<file path="src/rtl/cdc_fifo_packetizer_if.sv">
// Push-side and stream-side signals of the A-domain packetizer.
// The packetizer takes the master view. The upstream source and the CDC FIFO
// take the slave view.
interface cdc_fifo_packetizer_if #(
    parameter int DataWidth = 32
);
    logic                 S_Valid_DA;
    logic                 S_Ready_DA;
    logic [DataWidth-1:0] S_Data_DA;
    logic                 S_Last_DA;
    logic                 Push_DA;
    logic [DataWidth-1:0] DataIn_DA;
    logic                 FifoFull_DA;
    logic                 Truncated_DA;
    logic [15:0]          PacketCount_DA;

    modport master (
        input  S_Valid_DA,
        input  S_Data_DA,
        input  S_Last_DA,
        input  FifoFull_DA,
        output S_Ready_DA,
        output Push_DA,
        output DataIn_DA,
        output Truncated_DA,
        output PacketCount_DA
    );

    modport slave (
        output S_Valid_DA,
        output S_Data_DA,
        output S_Last_DA,
        output FifoFull_DA,
        input  S_Ready_DA,
        input  Push_DA,
        input  DataIn_DA,
        input  Truncated_DA,
        input  PacketCount_DA
    );
endinterface

</file>
<file path="src/rtl/cdc_fifo_packetizer.sv">
// A-domain packetizer in front of the CDC FIFO push port.
// It buffers one upstream frame of up to MaxPacketLen words. It then pushes one
// header word {seq, zeros, len}, followed by the buffered payload words.
//
// state      | meaning
// -----------+-----------------------------------------------------------
// ST_IDLE    | buffer empty, ready for the first word of a packet
// ST_COLLECT | partial packet buffered, still accepting upstream words
// ST_HEADER  | offering the header word to the FIFO
// ST_PAYLOAD | offering pkt_buf_q[idx_q] to the FIFO
module cdc_fifo_packetizer #(
    parameter int DataWidth    = 32,
    parameter int MaxPacketLen = 16,
    parameter int SeqWidth     = 8
) (
    input  logic                    clk_DA,
    input  logic                    rst,
    cdc_fifo_packetizer_if.master   bus
);
    localparam int LenW = $clog2(MaxPacketLen + 1);
    localparam int IdxW = (MaxPacketLen > 1) ? $clog2(MaxPacketLen) : 1;

    generate
        if (DataWidth < SeqWidth + LenW) begin : g_bad_cfg
            $error("cdc_fifo_packetizer: DataWidth too small for header fields");
        end
    endgenerate

    typedef enum logic [1:0] {
        ST_IDLE,
        ST_COLLECT,
        ST_HEADER,
        ST_PAYLOAD
    } state_t;

    state_t                state_q, state_d;
    logic [LenW-1:0]       len_q, len_d;
    logic [IdxW-1:0]       idx_q, idx_d;
    logic [SeqWidth-1:0]   seq_q, seq_d;
    logic [15:0]           pkt_cnt_q, pkt_cnt_d;
    logic                  truncated_q, truncated_d;
    logic [DataWidth-1:0]  pkt_buf_q [MaxPacketLen];

    logic                  buf_we;
    logic                  s_ready;
    logic                  push;
    logic [DataWidth-1:0]  data_in;
    logic [DataWidth-1:0]  header;
    logic                  last_idx;

    // Header word: sequence number in the top bits, length in the low bits.
    always_comb begin
        header = '0;
        header[DataWidth-1 -: SeqWidth] = seq_q;
        header[LenW-1:0] = len_q;
    end

    assign last_idx = ((LenW'(idx_q) + LenW'(1)) == len_q);

    // Next-state and output decode. Push and DataIn depend only on registered state.
    always_comb begin
        state_d     = state_q;
        len_d       = len_q;
        idx_d       = idx_q;
        seq_d       = seq_q;
        pkt_cnt_d   = pkt_cnt_q;
        truncated_d = 1'b0;
        buf_we      = 1'b0;
        s_ready     = 1'b0;
        push        = 1'b0;
        data_in     = '0;
        unique case (state_q)
            ST_IDLE, ST_COLLECT: begin
                s_ready = 1'b1;
                if (bus.S_Valid_DA) begin
                    buf_we = 1'b1;
                    len_d  = len_q + LenW'(1);
                    if (bus.S_Last_DA) begin
                        state_d = ST_HEADER;
                    end else if (len_q == LenW'(MaxPacketLen - 1)) begin
                        // Force-close a full buffer. The rest of the frame becomes the next packet.
                        state_d     = ST_HEADER;
                        truncated_d = 1'b1;
                    end else begin
                        state_d = ST_COLLECT;
                    end
                end
            end
            ST_HEADER: begin
                push    = 1'b1;
                data_in = header;
                if (!bus.FifoFull_DA) begin
                    idx_d   = '0;
                    state_d = ST_PAYLOAD;
                end
            end
            ST_PAYLOAD: begin
                push    = 1'b1;
                data_in = pkt_buf_q[idx_q];
                if (!bus.FifoFull_DA) begin
                    if (last_idx) begin
                        len_d     = '0;
                        seq_d     = seq_q + SeqWidth'(1);
                        pkt_cnt_d = pkt_cnt_q + 16'd1;
                        state_d   = ST_IDLE;
                    end else begin
                        idx_d = idx_q + IdxW'(1);
                    end
                end
            end
            default: state_d = ST_IDLE;
        endcase
    end

    // Control state register, async reset discards any partial packet.
    always_ff @(posedge clk_DA or posedge rst) begin
        if (rst) begin
            state_q     <= ST_IDLE;
            len_q       <= '0;
            idx_q       <= '0;
            seq_q       <= '0;
            pkt_cnt_q   <= '0;
            truncated_q <= 1'b0;
        end else begin
            state_q     <= state_d;
            len_q       <= len_d;
            idx_q       <= idx_d;
            seq_q       <= seq_d;
            pkt_cnt_q   <= pkt_cnt_d;
            truncated_q <= truncated_d;
        end
    end

    // Payload storage. Its contents are meaningless until written, so it needs no reset.
    always_ff @(posedge clk_DA) begin
        if (buf_we) begin
            pkt_buf_q[len_q[IdxW-1:0]] <= bus.S_Data_DA;
        end
    end

    assign bus.S_Ready_DA     = s_ready;
    assign bus.Push_DA        = push;
    assign bus.DataIn_DA      = data_in;
    assign bus.Truncated_DA   = truncated_q;
    assign bus.PacketCount_DA = pkt_cnt_q;
endmodule

</file>
<file path="src/flat_wrapper.sv">
// flat-port wrapper written by rule: the top's interface ports become plain ports
module cdc_fifo_packetizer_flat 
#(
    parameter int DataWidth    = 32,
    parameter int MaxPacketLen = 16,
    parameter int SeqWidth     = 8
)
  (clk_DA, rst, bus_S_Valid_DA, bus_S_Data_DA, bus_S_Last_DA, bus_FifoFull_DA, bus_S_Ready_DA, bus_Push_DA, bus_DataIn_DA, bus_Truncated_DA, bus_PacketCount_DA);
  cdc_fifo_packetizer_if #(.DataWidth(DataWidth)) bus_i ();
  input  logic clk_DA;
  input  logic rst;
  input wire logic [$bits(bus_i.S_Valid_DA)-1:0] bus_S_Valid_DA;
  input wire logic [$bits(bus_i.S_Data_DA)-1:0] bus_S_Data_DA;
  input wire logic [$bits(bus_i.S_Last_DA)-1:0] bus_S_Last_DA;
  input wire logic [$bits(bus_i.FifoFull_DA)-1:0] bus_FifoFull_DA;
  output wire logic [$bits(bus_i.S_Ready_DA)-1:0] bus_S_Ready_DA;
  output wire logic [$bits(bus_i.Push_DA)-1:0] bus_Push_DA;
  output wire logic [$bits(bus_i.DataIn_DA)-1:0] bus_DataIn_DA;
  output wire logic [$bits(bus_i.Truncated_DA)-1:0] bus_Truncated_DA;
  output wire logic [$bits(bus_i.PacketCount_DA)-1:0] bus_PacketCount_DA;
  assign bus_i.S_Valid_DA = bus_S_Valid_DA;
  assign bus_i.S_Data_DA = bus_S_Data_DA;
  assign bus_i.S_Last_DA = bus_S_Last_DA;
  assign bus_i.FifoFull_DA = bus_FifoFull_DA;
  assign bus_S_Ready_DA = bus_i.S_Ready_DA;
  assign bus_Push_DA = bus_i.Push_DA;
  assign bus_DataIn_DA = bus_i.DataIn_DA;
  assign bus_Truncated_DA = bus_i.Truncated_DA;
  assign bus_PacketCount_DA = bus_i.PacketCount_DA;
  cdc_fifo_packetizer #(.DataWidth(DataWidth), .MaxPacketLen(MaxPacketLen), .SeqWidth(SeqWidth)) u_core (.clk_DA(clk_DA), .rst(rst), .bus(bus_i));
endmodule
</file>
<file path="config.mk">
export PLATFORM = sky130hd
export DESIGN_NAME = cdc_fifo_packetizer_flat
export DESIGN_NICKNAME = d
export VERILOG_FILES = /design/src/rtl/cdc_fifo_packetizer_if.sv /design/src/rtl/cdc_fifo_packetizer.sv /design/src/flat_wrapper.sv
export SDC_FILE = /design/constraint.sdc
export NUM_CORES = 1
export LEC_CHECK = 0
export CAP_MARGIN = 20
export CORE_ASPECT_RATIO = 2
export CORE_UTILIZATION = 40
export CTS_BUF_LIST = sky130_fd_sc_hd__clkbuf_4
export CTS_CLUSTER_DIAMETER = 80
export DETAILED_ROUTE_END_ITERATION = 10
export PLACE_DENSITY = 0.68
export SLEW_MARGIN = 10
export SYNTH_ARGS = -nofsm -noshare
export SYNTH_HDL_FRONTEND = slang
export SYNTH_SLANG_ARGS = --single-unit
</file>
<file path="constraint.sdc">
create_clock -name clk_DA -period 3.9 [get_ports clk_DA]
set_input_delay 0.39 -clock clk_DA [delete_from_list [all_inputs] [get_ports clk_DA]]
set_output_delay 0.39 -clock clk_DA [all_outputs]
set_load 0.05 [all_outputs]
</file>
==> flow_metrics.env <==
export IMPL_outcome="finished, violations left"
export IMPL_violations="DRC"
export IMPL_rsz0062_at_grt="false"
export IMPL_synth_top_cell_by_area="edfxtp_1"
export IMPL_min_path_type="input port to register"
export IMPL_dieArea_sq_um=54500
export IMPL_core_area_sq_um=52700
export IMPL_synth_edf_count=512
export IMPL_cp_required_ns=3.51
export IMPL_place_area_sq_um=23500
export IMPL_setup_tns_ns=0
export IMPL_peakVddDrop_v=0.000499
export IMPL_die_height_microns=329
export IMPL_place_congestion=0.754
export IMPL_ys_ff_latch=548
export IMPL_synthCells=982
export IMPL_numClockSinks=548
export IMPL_pin_count=88
export IMPL_first_iter_violations=869
export IMPL_fp_dieW_microns=166
export IMPL_max_stage_delay_ns=0.65
export IMPL_cts_buffers=111
export IMPL_grt_usage=0.182
export IMPL_hold_ws_ns=0.197
export IMPL_grt_pass1_wl_microns=71900
export IMPL_yosysUniqueCellTypes=44
export IMPL_gr_total_overflow=0
export IMPL_pre_cts_ws_ns=0.667
export IMPL_vias_per_cell=5.53
export IMPL_p_per_area_nw_per_um2=697
export IMPL_grt_max_degree=54
export IMPL_finish_utilization=0.475
export IMPL_cts_tree="yes"
export IMPL_finalInstanceArea_sq_um=25100
export IMPL_worstPathArrival_ns=3.37
export IMPL_post_route_period_util=0.964
export IMPL_tightest_slew_ns=0.840
export IMPL_num_vias=10700
export IMPL_num_rows=119
export IMPL_timing_final_ws_setup_ns=0.140
export IMPL_setup_viol=0
export IMPL_synth_avg_cell_area_sq_um=21.8
export IMPL_io_buffer_count=87
export IMPL_netlist_area_sq_um=21400
export IMPL_fin_skew_ns=0.0764
export IMPL_drive_above_1_share=0.325
export IMPL_r2r_slack_ns=0.95
export IMPL_wl_per_cell_microns=25.0
export IMPL_async_flop_share=0.0657
export IMPL_clkSlewWorstSetupHoldPaths_ns=0.07
export IMPL_drcViolationCount=18
export IMPL_grt_antenna_before_repair=5
export IMPL_drv_cap=0
export IMPL_start_kind="register"
export IMPL_p_leak_nw=8.15
export IMPL_crit_fanout=53
export IMPL_start_util=0.406
export IMPL_path_class="register to output port"
export IMPL_period_minus_slack_ns=3.76
export IMPL_ys_warn_count=0
export IMPL_seq_area_frac_synth=0.760
export IMPL_grt_pass1_vias=11500
export IMPL_crit_path_end_kind="output port"
export IMPL_dp_hpwl_microns=27300
export IMPL_fmax_mhz=266
export IMPL_crit_slowest_cell="dfrtp_4"
export IMPL_ys_top_cells_by_area="edfxtp_1 72%, mux4_2 15%, dfrtp_1 4.2%, xnor2_1 0.94%, a22oi_1 0.91%"
export IMPL_hold_violations=0
export IMPL_fin_nets=1224
export IMPL_first_pass_iters=8
export IMPL_clk_insertion_delay_late_ns=0.87
export IMPL_wl_microns=48200
export IMPL_yosysTopAreaCellShare=0.718
export IMPL_ys_flop_type="edfxtp_1"
export IMPL_cts_max_level=3
export IMPL_fillCellCount=4381
export IMPL_finalMaxSlewViolations=0
export IMPL_cts_root_buf="clkbuf_4"
export IMPL_ant_nets=0
export IMPL_syn_to_final_growth_pct=16.9
export IMPL_cpMostUsedCell="mux4_2"
export IMPL_clockBufferDepth=3
export IMPL_syn_num_nets=1027
export IMPL_slew_headroom=0.438
export IMPL_path_cells="buf_16 -> buf_12 -> mux4_2 -> mux4_2 -> and2_1 -> buf_4"
## layout by cell type, fill, tap and decap left out, types with 4 or more instances in the layout
master	synthesis	final
buf_4	4	45
ha_1	8	8
dlygate4sd2_1	0	8
clkinv_2	0	5
nor3_2	0	4
dfrtp_1	36	33
a22oi_1	26	26
nand3_1	12	12
a21o_1	7	7
a21oi_1	16	16
buf_12	0	22
edfxtp_1	512	512
clkinv_1	1	29
and2_1	21	21
a31o_1	6	6
inv_1	7	7
clkdlybuf4s50_1	0	55
clkbuf_4	0	159
buf_16	0	4
nand4_1	13	13
o21ai_1	4	4
xnor2_1	23	23
and3_1	6	6
nor2_1	27	15
xor2_1	7	7
nor2_4	0	12
nand2b_1	4	4
nor2b_1	4	4
mux4_2	147	147
nand2_1	13	13
## cell type report
type / instances / area (sq um) / share of cell area
antenna: 2 / 5.00 / 0.000200
clock buffer: 159 / 1190 / 0.0476
clock inverter: 37 / 198 / 0.00789
inverter: 8 / 30.0 / 0.00120
multi-input combinational: 373 / 4950 / 0.197
sequential: 548 / 16300 / 0.650
tap: 665 / 832 / 0.0332
timing repair buffer: 137 / 1560 / 0.0624
## cells in the mapped netlist (8+ instances only)
cell,number
a22oi_1,26
nor2_1,27
mux4_2,147
buf_2,14
edfxtp_1,512
nand4_1,13
ha_1,8
a21oi_1,16
nand2_1,13
dfrtp_1,36
clkbuf_1,24
nand3_1,12
and2_1,21
xnor2_1,23
## logic make-up after synthesis
family / synth area share
compound gates: 0.0238
buf+inv: 0.0147
fa+ha+maj: 0.00467
flops: 0.760
xor+xnor: 0.0123
mux: 0.156
simple gates: 0.0289
## flip-flops by register name, indices dropped and copies added, names as in the netlist
register	cells
u_core.bus.PacketCount_DA	16
u_core.bus.Truncated_DA	1
u_core.pkt_buf_q	512
u_core.state_q	2
u_core.seq_q	8
u_core.idx_q	4
u_core.len_q	5
## where the power goes
group          internal, mW  switching, mW
clock network          2.00           2.06
registers              6.69          0.282
logic                  2.85           3.59
total                  11.5           5.93
## per-stage QoR
step / cells / power (mW)
2_1_floorplan: 982 / 11.2
3_3_place_gp: 1723 / 13.5
3_5_place_dp: 1723 / 13.5
4_1_cts: 1927 / 17.7
5_1_grt: 1929 / 18.2
6_report: 1929 / 17.5
## path summary, 6_finish.rpt
| kind | cells after the start | from | end |
|---|---|---|---|
| max reg2reg | 8 | u_core.idx_q[0]$_DFFE_PP0P_ | u_core.seq_q[1]$_DFFE_PP0P_ |
| min | 2 | bus_S_Last_DA | u_core.bus.Truncated_DA$_DFF_PP0_ |
| max in group asynchronous | 4 | rst | u_core.bus.PacketCount_DA[5]$_DFFE_PP0P_ |
| min in group asynchronous | 3 | rst | u_core.seq_q[5]$_DFFE_PP0P_ |
| min reg2reg | 1 | u_core.bus.PacketCount_DA[15]$_DFFE_PP0P_ | u_core.bus.PacketCount_DA[15]$_DFFE_PP0P_ |
| max | 6 | u_core.idx_q[1]$_DFFE_PP0P_ | bus_DataIn_DA[17] |
## critical path, delay by kind of cell (launching register included)
| kind | cells | cell delay (ns) |
|---|---|---|
| buffers and inverters | 3 | 0.72 |
| flip-flops | 1 | 0.65 |
| multiplexers | 2 | 0.85 |
| AND/OR/NAND/NOR | 1 | 0.23 |
## metal layers
layer  global-route usage  share of wire  vias to the layer above
met5                    0        0.00087                        -
met1                0.209           0.37                     5566
met3               0.0402          0.059                      109
met2                0.324           0.53                      393
met4               0.0892          0.036                        6
li1                     -              -                     4586
## timing repair
item,4_1_cts,5_1_grt
setup endpoints to repair,21,2
setup buffers,5,0
endpoints found under the hold margin,19,0
gates resized for setup,10,2
cloned,2,0
hold buffers,1,0
(Power assumes the default switching activity.)
==> patch 1 (same flow settings) <==
`DataWidth` is set to 32 in 3 places; all go to 36.
--- a/src/rtl/cdc_fifo_packetizer_if.sv
+++ b/src/rtl/cdc_fifo_packetizer_if.sv
@@ -4,3 +4,3 @@
 interface cdc_fifo_packetizer_if #(
-    parameter int DataWidth = 32
+    parameter int DataWidth = 36
 );
--- a/src/rtl/cdc_fifo_packetizer.sv
+++ b/src/rtl/cdc_fifo_packetizer.sv
@@ -11,3 +11,3 @@
 module cdc_fifo_packetizer #(
-    parameter int DataWidth    = 32,
+    parameter int DataWidth    = 36,
     parameter int MaxPacketLen = 16,
--- a/src/flat_wrapper.sv
+++ b/src/flat_wrapper.sv
@@ -3,3 +3,3 @@
 #(
-    parameter int DataWidth    = 32,
+    parameter int DataWidth    = 36,
     parameter int MaxPacketLen = 16,
Ports: changed (resized bus_DataIn_DA and bus_S_Data_DA); port bits go from 88 to 96. No check against the original RTL was run, so the function may have changed too.
==> patch 1 against the unedited design <==
Design area increased by 11%; clock power increased by 23%; power increased by 6.2%; register-to-register slack improved by 20 ps; synthesized area increased by 11%; routed wire length increased by 13%; worst setup slack improved by 18 ps; critical endpoint is now bus_DataIn_DA[26]; sequential cell count increased by 64; maximum frequency increased by 0.49%.
==> patch 1: results (changes against the unedited design) <==
Outcome
The flow ran to the end, and the final reports show no timing, DRC or antenna violations.

Placed design
The final HPWL from detailed placement came to 31000 um (+14%). The weighted congestion at the end of routability-driven global placement is 0.801 (+6.2%). The post-placement setup slack is 831 ps (+163 ps).

The quantity of I/O buffers inserted on ports is 95 (+9.2%). The area of placed instances is 26000 um2 (+10%).

Yosys
The async set or reset register ratio after synthesis is 5.88% (-0.69 points). The count of flip-flops with a built-in enable after synthesis is 576 (+13%). The sequential element share of the synthesized area was 76.5% (+0.49 points). The total of warnings raised by yosys is 0 (unchanged). The post-synthesis net count is 1121 (+9.2%). The number of distinct library cell variants in the gate-level netlist after synthesis is 40 (-9.1%).

By count the netlist is led by sky130_fd_sc_hd__edfxtp_1, sky130_fd_sc_hd__mux4_2, sky130_fd_sc_hd__dfrtp_1. Ranked by total cell area, the synthesized netlist is headed by sky130_fd_sc_hd__edfxtp_1, sky130_fd_sc_hd__mux4_2, sky130_fd_sc_hd__dfrtp_1.

CTS
The root buffer cell is sky130_fd_sc_hd__clkbuf_4. The source-to-sink clock delay at the later pin of the worst-skew pair is 840 ps (-30 ps). The level count of the clock H-tree is 4 (+1).

The CTS buffer count is 130 (+17%).

Global route
The global-route usage over all layers is 18.5% (+0.30 points). The met1 track demand over resource is 21.1% (+0.21 points). The global-route wire length before repair came to 80900 um (+13%). The initial antenna violation count is 7 (+2). The met2 track utilization from global routing is 32.6% (+0.20 points). The via count of the first global-routing pass is 12900 (+12%).

The met3 usage is 3.84% (-0.18 points). The largest net degree at the start of global routing is 37 (-31%).

Setup path
The highest net fanout along the worst path is 15 (-72%). The length in cells of the worst reg-to-reg path came to 7 (-1). The critical path arrival is 3350 ps (-20 ps). The maximum single-stage delay on the critical path was 680 ps (+30 ps).

The register-to-register setup slack was 970 ps (+20 ps). In this run the critical register-to-register path is captured at u_core.bus.PacketCount_DA[1]. The last element of the critical path is bus_DataIn_DA[26].

Drt
The violation count after the first detailed-routing iteration is 851 (-2.1%). The met2 wire length came to 29200 um (+13%). The routed wire length on met3 is 2790 um (-2.6%). The via count of the routed design is 11800 (+11%).

The number of detailed-routing iterations run before antenna repair is 5 (-3). The sum of routed wire segments on met1 is 20300 um (+14%). The highest routed metal layer is met5.

The detail-routed net length per standard cell is 25.4 um (+1.4%).

Finish
The share of cells above drive strength 1 came to 34.0% (+1.5 points). The count of nets after finishing is 1336 (+9.2%). The flip-flop count of the largest register, all copies and words added came to 576 (+13%). The number of fill cells in the layout is 4927 (+12%).

Timing
The clock tree skew after final layout is 54.3 ps (-22.1 ps). The transition time at the pin with the least slew margin was 823 ps (-17.0 ps).

Power and ir drop
The peak ir drop on the vdd network is 0.304 mV (-39%). The cell leakage power was 8.93 nW (+9.5%).
==> patch 1: changes by cell type in the layout (fill, tap and decap cells not counted), moves of 5 or more <==
cell,before,now
sky130_fd_sc_hd__a21o_1,7,0
sky130_fd_sc_hd__a31o_1,6,13
sky130_fd_sc_hd__and2_1,21,2
sky130_fd_sc_hd__buf_12,22,11
sky130_fd_sc_hd__buf_4,45,68
sky130_fd_sc_hd__bufinv_16,2,7
sky130_fd_sc_hd__clkbuf_4,159,180
sky130_fd_sc_hd__dlygate4sd2_1,8,0
sky130_fd_sc_hd__edfxtp_1,512,576
sky130_fd_sc_hd__mux4_2,147,167
sky130_fd_sc_hd__nor2b_1,4,27
==> patch 1: what timing repair did <==
action                                  in CTS  in global routing
endpoints found under the hold margin       15                  0
setup buffers                                1                  0
resized for setup                            0                  2
endpoints found under the setup margin      14                  2
hold buffers                                 1                  0
==> patch 1: tightest hold or removal path, delay by kind of cell <==
kind	cells	cell delay, ps
buffers and inverters	1	420
AO/OA/AOI/OAI	2	150
==> patch 1: cells by family after synthesis <==
family | Yosys count | share of synthesized area [%]
DFF | 612 | 76.5
muxes | 171 | 16.0
and+or+nand+nor | 115 | 2.64
AOI/OAI and AO/OA | 70 | 2.06
buffers and inverters | 67 | 1.38
xor gates and xnor gates | 29 | 1.07
adders and majority gates | 8 | 0.421
==> patch 1: power by group <==
group	switching [mW]	internal (mW)
clock	2.39	2.61
combinational	3.46	2.48
sequential	0.238	7.38
==> patch 1: area by class of cell <==
class                           instances  area, um2  area share (%)
Clock buffer                          180       1350            4.87
Multi-Input combinational cell        393       5410            19.5
Inverter                                7       26.3          0.0947
Timing Repair Buffer                  143       1390            4.99
Sequential cell                       612      18200            65.7
Tap cell                              768        961            3.46
Clock inverter                         45        383            1.38
Antenna cell                            3       7.51          0.0271
==> patch 1: how the worst min path moves through the flow <==
stage | startpoint | end | slack [ps] | cells past startpoint
6_report | bus_S_Valid_DA | u_core.state_q[1] | 160 | 3
5_1_grt | bus_S_Valid_DA | u_core.state_q[1] | 150 | 3
4_1_cts | bus_S_Valid_DA | u_core.state_q[1] | 70 | 3
3_5_place_dp | u_core.bus.PacketCount_DA[15] | u_core.bus.PacketCount_DA[15] | 470 | 1
3_3_place_gp | u_core.seq_q[7] | u_core.seq_q[7] | 460 | 1
2_1_floorplan | u_core.seq_q[7] | u_core.seq_q[7] | 450 | 1
==> patch 1: metrics by stage <==
stage,power (mW),cells,utilization [%]
2_1_floorplan,12.0,1072,-
3_3_place_gp,13.7,1920,44.0
3_5_place_dp,13.7,1921,44.0
4_1_cts,18.8,2148,47.0
5_1_grt,19.3,2151,47.0
6_report,18.6,2151,47.0
==> patch 2 (config.mk and constraints unchanged) <==
Without the edit above. The 4 states of `state_t` get a Gray code encoding in 2 bits.
--- a/src/rtl/cdc_fifo_packetizer.sv
+++ b/src/rtl/cdc_fifo_packetizer.sv
@@ -29,6 +29,6 @@
     typedef enum logic [1:0] {
-        ST_IDLE,
-        ST_COLLECT,
-        ST_HEADER,
-        ST_PAYLOAD
+        ST_IDLE    = 2'b00,
+        ST_COLLECT = 2'b01,
+        ST_HEADER  = 2'b11,
+        ST_PAYLOAD = 2'b10
     } state_t;
Check against the original RTL: same outputs for any inputs over 4 cycles, from zero or initial values and one cycle with rst high; so few cycles prove little.
==> patch 2 against the unedited design <==
The run still ends with DRC left; worst setup slack worse by 32 ps; routed wire length is 1.7% higher; power down 0.15%; synthesized area rose by 0.12%; hold slack lost 47 ps; sequential cell count did not move; sequential share of layout area decreased by 0.69 points; sequential power shrank 3%; design area up 1.1%.
==> patch 2: results (changes against the unedited design) <==
Outcome
The run finished, with violations left. The final reports fail on DRC.

Yosys
After synthesis, the cell types taking the most area are sky130_fd_sc_hd__edfxtp_1, sky130_fd_sc_hd__mux4_2, sky130_fd_sc_hd__dfrtp_1. The total of warnings raised by yosys came to 0 (unchanged). Counting instances in the post-synthesis netlist gives the leading cell types as sky130_fd_sc_hd__edfxtp_1, sky130_fd_sc_hd__mux4_2, sky130_fd_sc_hd__dfrtp_1.

The number of distinct library cell variants in the gate-level netlist after synthesis was 45 (+2.3%). The count of flip-flops with a built-in enable after synthesis came to 512 (unchanged). The post-synthesis net count is 1034 (+0.68%). The sequential element share of the synthesized area came to 75.9% (-0.089 points).

Setup path
The register-to-register setup slack was 830 ps (-120 ps). The most critical setup path has its endpoint at bus_DataIn_DA[8]. The highest net fanout along the worst path is 11 (-79%). The endpoint identified for the worst register-to-register timing path is u_core.bus.PacketCount_DA[11]. The startpoint of the worst register-to-register path is u_core.idx_q[0]. The maximum single-stage delay on the critical path is 710 ps (+60 ps). The length in cells of the worst reg-to-reg path is 10 (+2). The start point of the critical path is u_core.idx_q[0].

The worst-path cell with the longest stage delay is sky130_fd_sc_hd__clkdlybuf4s50_1. The critical path arrival is 3400 ps (+30 ps).

Power and ir drop
The cell leakage power is 8.35 nW (+2.4%). The peak ir drop on the vdd network is 0.290 mV (-42%).

Drt
The violation count after the first detailed-routing iteration came to 934 (+7.5%). In this run the top signal layer used is met5. The average vias per placed instance came to 5.49 (-0.70%).

The total wire length is 49100 um (+1.7%). The DRC violation count after routing came to 36 (+18). The met2 wire length is 27200 um (+5.7%). The routed wire length on met3 is 2710 um (-5.4%). The sum of routed wire segments on met1 is 17700 um (-0.77%).

Finish
The number of fill cells in the layout came to 4225 (-3.6%). The share of cells above drive strength 1 is 33.5% (+1.0 points). The count of nets after finishing was 1244 (+1.6%).

Timing
The headroom to the max-slew limit was 40.5% (-3.3 points). The clock tree skew after final layout is 80.5 ps (+4.10 ps). The clock period minus worst slack is 3790 ps (+32.5 ps).

Placed design
The post-placement setup slack is 627 ps (-40.8 ps). The weighted congestion at the end of routability-driven global placement is 0.758 (+0.61%). The final HPWL from detailed placement was 28000 um (+2.6%).

Global route
The via count of the first global-routing pass was 11600 (+0.82%). The global-route wire length before repair was 71900 um (about the same). The largest net degree at the start of global routing was 33 (-39%). The global-route usage over all layers is 18.3% (+0.084 points). The initial antenna violation count is 4 (-1).

CTS
For the worst-skew pair, the clock arrives at the later sink with an insertion delay of 880 ps. The level count of the clock H-tree is 3 (unchanged). The CTS buffer count came to 116 (+4.5%).

Min path
The cell depth of the worst hold path was 3 (+1).
patch 2: worst min path at each step:
stage	startpoint	to	slack, ps
floorplan	u_core.seq_q[7]	u_core.seq_q[7]	450
global placement	u_core.bus.PacketCount_DA[15]	u_core.bus.PacketCount_DA[15]	460
detailed placement	u_core.bus.PacketCount_DA[15]	u_core.bus.PacketCount_DA[15]	470
CTS	bus_S_Valid_DA	u_core.state_q[1]	100
global route	bus_S_Valid_DA	u_core.state_q[1]	130
finish	bus_S_Valid_DA	u_core.state_q[1]	150
patch 2: logic make-up after synthesis:
group,Yosys count,synth area share [%]
flops,548,75.9
mux,152,15.7
simple gates,118,3.06
compound gates,72,2.26
buf+inv,62,1.43
xor+xnor,29,1.22
fa+ha+maj,8,0.467
patch 2: worst max-delay path: cells and delay by family (launching register included):
family / cells / cell delay (ps)
buffers and inverters: 2 / 870
multiplexers: 2 / 980
flip-flops: 1 / 450
AND/OR/NAND/NOR: 1 / 210
patch 2: power breakdown:
group	internal, mW	switching, mW	total [mW]	leakage, nW
Sequential	6.61	0.181	6.79	5.07
Combinational	2.85	3.49	6.34	2.39
Clock	2.18	2.14	4.32	0.886
Total	11.6	5.81	17.4	8.35
patch 2: area by class of cell:
class | count | area [um2] | share of cell area [%]
flip-flops and latches | 548 | 16300 | 64.3
clock inverters | 48 | 302 | 1.19
well taps | 665 | 832 | 3.29
multi-input cells | 379 | 4980 | 19.7
inverters | 9 | 33.8 | 0.133
clock buffers | 161 | 1210 | 4.77
diodes | 4 | 10.0 | 0.0395
repair buffers | 145 | 1670 | 6.60
patch 2: timing repair:
action | CTS | global route
pin swaps | 0 | 0
setup endpoints to repair | 25 | 5
gates cloned | 1 | 1
setup buffers | 3 | 0
hold buffers | 1 | 0
hold endpoints to repair | 17 | 0
resized for setup | 11 | 2
patch 2: per-layer routing:
metal  vias to the layer above  track usage, %
li1                       4614               -
met1                      5648            19.9
met2                       391            34.0
met5                         -               0
met3                        91            4.17
met4                         6            7.80
patch 2: through the flow:
step | cell area, um2 | total power [mW] | utilization, % | hold WS, ps | instances
floorplan | 21500 | 11.1 | - | 446 | 989
global placement | 23700 | 13.1 | 44.8 | 465 | 1740
detailed placement | 23700 | 13.2 | 44.8 | 470 | 1740
CTS | 25300 | 17.6 | 47.8 | 96.1 | 1954
global route | 25300 | 18.2 | 47.9 | 131 | 1956
finish | 25300 | 17.4 | 47.9 | 150 | 1959
